File: src/rtl/mem_access_ctrl.sv
// MEM-stage data-memory initiator: turns EX/MEM load/store controls into a
// req/ack transaction, returns aligned/extended load data and stalls the pipe.
// Ports:
//   clk, rst                      clock, synchronous active-high reset
//   EXMEMMemRead/Write/Size/Signed, EXMEMALUResult, EXMEMWriteData
//                                 load/store controls from EX/MEM
//   DMemReq/We/Addr/WData/Be      registered request to data memory
//   DMemAck, DMemRData            one-cycle completion and read word
//   MemoryData                    registered load result to MEM/WB
//   MemStall, MisalignExc, BusErr pipeline freeze and exception flags
module mem_access_ctrl #(
    parameter int unsigned TIMEOUT = 16
) (
    input  logic        clk,
    input  logic        rst,
    input  logic        EXMEMMemRead,
    input  logic        EXMEMMemWrite,
    input  logic [1:0]  EXMEMMemSize,
    input  logic        EXMEMMemSigned,
    input  logic [31:0] EXMEMALUResult,
    input  logic [31:0] EXMEMWriteData,
    output logic        DMemReq,
    output logic        DMemWe,
    output logic [31:0] DMemAddr,
    output logic [31:0] DMemWData,
    output logic [3:0]  DMemBe,
    input  logic        DMemAck,
    input  logic [31:0] DMemRData,
    output logic [31:0] MemoryData,
    output logic        MemStall,
    output logic        MisalignExc,
    output logic        BusErr
);

    typedef enum logic [1:0] {IDLE, BUSY, DONE} state_t;

    localparam logic [7:0] TLIM = 8'(TIMEOUT - 1);

    state_t      state, state_nxt;
    logic [7:0]  cnt;
    logic [1:0]  lane_q;
    logic [1:0]  size_q;
    logic        sgn_q;
    logic        issue;
    logic        timeout;

    logic        acc;
    logic        is_byte;
    logic        is_half;
    logic        is_word;
    logic        misalign;
    logic [1:0]  lane;
    logic [3:0]  be_nxt;
    logic [31:0] wdata_nxt;
    logic [31:0] shifted;
    logic [31:0] ext;

    assign acc      = EXMEMMemRead | EXMEMMemWrite;
    assign lane     = EXMEMALUResult[1:0];
    assign is_byte  = (EXMEMMemSize == 2'b10);
    assign is_half  = (EXMEMMemSize == 2'b01);
    assign is_word  = !is_byte && !is_half;
    assign misalign = (is_half && lane[0]) || (is_word && (lane != 2'b00));
    assign timeout  = (cnt == TLIM);

    // Stores are lane-replicated so memory only needs the byte enables;
    // loads always fetch the full word and extract locally.
    always_comb begin
        be_nxt    = 4'b1111;
        wdata_nxt = EXMEMWriteData;
        if (EXMEMMemWrite) begin
            if (is_byte) begin
                be_nxt    = 4'b0001 << lane;
                wdata_nxt = {4{EXMEMWriteData[7:0]}};
            end else if (is_half) begin
                be_nxt    = lane[1] ? 4'b1100 : 4'b0011;
                wdata_nxt = {2{EXMEMWriteData[15:0]}};
            end
        end
    end

    always_comb begin
        shifted = DMemRData >> {lane_q, 3'b000};
        case (size_q)
            2'b10:   ext = {{24{sgn_q & shifted[7]}}, shifted[7:0]};
            2'b01:   ext = {{16{sgn_q & shifted[15]}}, shifted[15:0]};
            default: ext = shifted;
        endcase
    end

    always_comb begin
        state_nxt   = state;
        MemStall    = 1'b0;
        MisalignExc = 1'b0;
        issue       = 1'b0;
        case (state)
            IDLE: begin
                if (acc) begin
                    if (misalign) begin
                        MisalignExc = 1'b1;
                    end else begin
                        MemStall  = 1'b1;
                        issue     = 1'b1;
                        state_nxt = BUSY;
                    end
                end
            end
            BUSY: begin
                MemStall = 1'b1;
                if (DMemAck || timeout)
                    state_nxt = DONE;
            end
            DONE:    state_nxt = IDLE;
            default: state_nxt = IDLE;
        endcase
    end

    always_ff @(posedge clk) begin
        if (rst) begin
            state      <= IDLE;
            cnt        <= '0;
            lane_q     <= '0;
            size_q     <= '0;
            sgn_q      <= 1'b0;
            DMemReq    <= 1'b0;
            DMemWe     <= 1'b0;
            DMemAddr   <= '0;
            DMemWData  <= '0;
            DMemBe     <= '0;
            MemoryData <= '0;
            BusErr     <= 1'b0;
        end else begin
            state  <= state_nxt;
            BusErr <= 1'b0;
            if (issue) begin
                DMemReq   <= 1'b1;
                DMemWe    <= EXMEMMemWrite;
                DMemAddr  <= {EXMEMALUResult[31:2], 2'b00};
                DMemWData <= wdata_nxt;
                DMemBe    <= be_nxt;
                cnt       <= '0;
                lane_q    <= lane;
                size_q    <= EXMEMMemSize;
                sgn_q     <= EXMEMMemSigned;
            end
            if (state == BUSY) begin
                cnt <= cnt + 8'd1;
                // Ack takes precedence over a coincident timeout.
                if (DMemAck) begin
                    DMemReq <= 1'b0;
                    if (!DMemWe)
                        MemoryData <= ext;
                end else if (timeout) begin
                    DMemReq    <= 1'b0;
                    MemoryData <= '0;
                    BusErr     <= 1'b1;
                end
            end
        end
    end

endmodule

File: config.mk
export PLATFORM = sky130hd
export DESIGN_NAME = mem_access_ctrl
export DESIGN_NICKNAME = d
export VERILOG_FILES = /design/src/rtl/mem_access_ctrl.sv
export SDC_FILE = /design/constraint.sdc
export NUM_CORES = 1
export LEC_CHECK = 0
export CAP_MARGIN = 10
export CORE_MARGIN = 10
export CORE_UTILIZATION = 48
export CTS_BUF_LIST = sky130_fd_sc_hd__clkbuf_4
export DETAILED_ROUTE_END_ITERATION = 8
export PLACE_DENSITY_LB_ADDON = 0.12
export SLEW_MARGIN = 10
export SYNTH_ARGS = -nofsm -noshare
export SYNTH_HDL_FRONTEND = slang
export SYNTH_SLANG_ARGS = --single-unit
File: constraint.sdc
create_clock -name clk -period 4.7 [get_ports clk]
set_input_delay 1.175 -clock clk [delete_from_list [all_inputs] [get_ports clk]]
set_output_delay 1.175 -clock clk [all_outputs]
set_load 0.05 [all_outputs]
==> results.ini <==
[critical_path]
ff2ff_setup_slack_ns = 2.19
worstSetupEndpointType = primary output
cp.arrival_ns = 2.87
crit_required_ns = 3.52
critPathKind = in2out
crit_fanout = 5
endpoint = MemStall
timing.rr.start = lane_q[1]
worst_r2r_path_depth = 5
start_kind = primary input
rr_endpoint = MemoryData[25]
crit_start = EXMEMMemSize[0]

[timing]
fin_skew_ns = 0.01133
rsz0062_at_grt = no
post-route-period-util_pct = 86.12
slew_headroom_pct = 31.38
finalCriticalPeriod_ns = 4.047
drv_slew = 0
max_freq_mhz = 247.1
setup_tns_ns = 0
final-hold-violation-count = 0
holdWs_ns = 0.4604
worst_pin_slew_ns = 1.018
setup_violations = 0

[final_layout]
drive_gt1_share_pct = 6.551
num_antenna_cells = 0
final_nets = 905
area_delta_synth_final_pct = 45.27
fin_cells = 945
fill_cells = 814

[clock_tree]
numCtsBuffers = 17
cts_resized = 0
cts_tree = yes
h-tree-depth = 4
cts_root_buf = clkbuf_4
cts.path.max_buffers = 2
cts_setup_buffers = 0
path_clk_slew_ns = 0.10
clock_sinks = 116
hold_buffers = 0
insertion_delay_ns = 0.50

[die]
placementRows = 37
core_area_mm2 = 0.01037
die_y_um = 123.6
pin_count = 209
initial_utilization_pct = 49.65
die_x_um = 123.6
dieArea_mm2 = 0.01527

[pwr]
finalPower_mw = 2.654
vdd_drop_max_uv = 232.2
comb_power_share_pct = 32.0
leakage_nw = 2.742
power_switching_mw = 0.9508
p_int_mw = 1.704
p_seq_share_pct = 41.4
powerDensity_mw_per_mm2 = 354.9
power_frac_clock_pct = 26.6
switching_share_pct = 35.82

[logic_synthesis]
async_flop_share_pct = 0
seq_area_frac_synth_pct = 45.10
synth-seq-cells = 116
synth_edf_count = 0
synth_area_mm2 = 0.005149
synth_top_area_cell = dfxtp_1
ys_warn_count = 0
synth.distinct_cells = 46
synth_cells = 617
synth_top_area_share_pct = 45.10
synth_area_leaders = dfxtp_1 45%, nand2_1 10%, a21oi_1 6.0%
synth_flop_cell = dfxtp_1
synth_area_per_cell_um2 = 8.345

[place]
place_inst = 913
place_hpwl_um = 12660
place.gp.congestion = 0.8494
io_buffers = 206

[grt]
grt.total_usage_pct = 21.81
antenna_found_initial = 0
overflow = 0
grt_pass1_vias = 5222
grt_max_degree = 76
grt_pass1_wl_um = 26640

[detailed_routing]
first_iter_violations = 461
wire_per_inst_um = 18.11
drt_pre_antenna_iters = 5
wirelength_um = 17120
drtAntennaViolNets = 0
num_vias = 5306
drc = 0
viasPerCell = 5.615

[flow_run]
max_cap_viol_count = 0

[status]
status = completed

[hold_path]
hold_class = reg2reg

-- synthesized netlist by cell type, drive strengths merged, types with 2 or more instances --
| library cell | instances |
|---|---|
| inv | 14 |
| a2bb2oi | 8 |
| o311ai | 2 |
| a311oi | 19 |
| a22o | 8 |
| nand3 | 14 |
| mux2i | 18 |
| nand4 | 3 |
| a211o | 15 |
| o22ai | 17 |
| dfxtp | 116 |
| nor2b | 9 |
| a32o | 23 |
| or2 | 4 |
| nor2 | 37 |
| o21ai | 20 |
| or4 | 3 |
| buf | 23 |
| a211oi | 5 |
| clkbuf | 32 |
| ha | 5 |
| nand2 | 138 |
| nand2b | 6 |
| a21oi | 63 |
| nor3 | 3 |
-- stage by stage --
stage                     instance area [um2]  setup slack (ns)  utilization (%)
after floorplan                          5152             1.100                -
after global placement                   7211            0.6946            69.53
after detailed placement                 7211            0.6543            69.53
after CTS                                7480            0.6487            72.13
after global routing                     7480            0.4965            72.13
final                                    7480            0.6526            72.13
-- critical path, cell delays in order --
cell             delay (ns)
clkdlybuf4s50_1        0.50
inv_1                  0.05
ha_1                   0.30
o21ai_1                0.28
nand4_1                0.18
nand2_1                0.21
buf_12                 0.17
-- cell usage in the layout (no fill, tap or decap), types with 3 or more instances in the layout --
cell type	synthesis	routed
clkdlybuf4s50_1	0	203
nand2_1	138	138
dfxtp_1	116	116
a21oi_1	62	62
nor2_1	37	37
a32o_1	23	23
clkbuf_4	0	21
o21ai_0	19	19
a311oi_1	19	19
mux2i_1	18	18
o22ai_1	17	17
a211o_1	15	15
inv_1	14	14
nand3_1	13	13
nor2b_1	9	9
a2bb2oi_1	8	8
a22o_1	8	8
buf_4	3	8
nand2b_1	6	6
a211oi_1	5	5
ha_1	5	5
clkinv_2	0	4
or2_2	3	3
nand4_1	3	3
clkinv_1	1	3
-- routing by layer --
| metal | up-vias | part of all wire [%] | GRT usage (%) |
|---|---|---|---|
| li1 | 2555 | - | - |
| met1 | 2503 | 37 | 23.34 |
| met2 | 214 | 49 | 36.55 |
| met3 | 34 | 11 | 10.05 |
| met4 | 0 | 3.1 | 9.243 |
| met5 | - | 0 | 0 |
-- state kept, by name, summed over array words and instances (netlist names), 2 cells and up --
name	cells
size_q	2
state	2
DMemBe	4
DMemAddr	30
lane_q	2
DMemWData	32
cnt	8
MemoryData	32
-- power groups by stage --
stage / clock (mW) / sequential (mW) / combinational, mW
floorplan: 0 / 1.36 / 0.300
detailed placement: 0 / 1.12 / 0.850
CTS: 0.724 / 1.10 / 0.853
global placement: 0 / 1.12 / 0.839
global route: 0.763 / 1.11 / 0.909
finish: 0.706 / 1.10 / 0.850
-- kinds of logic (layout without fill, tap and decap cells) --
group | Yosys count | in the layout | synth area share [%]
buffers and inverters | 70 | 261 | 6.051
multiplexers | 18 | 18 | 3.499
flip-flops | 116 | 116 | 45.10
adder cells (fa/ha/maj) | 5 | 5 | 1.215
AND/OR/NAND/NOR | 220 | 220 | 18.32
AO/OA/AOI/OAI | 187 | 187 | 25.74
other | 1 | 2 | 0.07283
-- worst min path at each step --
| stage | from | end | cells past startpoint |
|---|---|---|---|
| finish | DMemAddr[20] | DMemAddr[20] | 2 |
| global route | DMemAddr[5] | DMemAddr[5] | 2 |
| CTS | DMemWData[31] | DMemWData[31] | 2 |
| detailed placement | DMemWData[0] | DMemWData[0] | 2 |
| global placement | DMemAddr[20] | DMemAddr[20] | 2 |
| floorplan | size_q[1] | size_q[1] | 2 |
-- layout make-up --
type	instances	area (um2)	share of cell area, %
multi-input combinational	432	2525	33.76
sequential	116	2322	31.05
timing repair buffer	214	2137	28.57
tap	136	170.2	2.275
clock buffer	21	157.7	2.108
clock inverter	11	111.4	1.489
inverter	15	56.30	0.7528
Power figures use the tool's default switching activity.
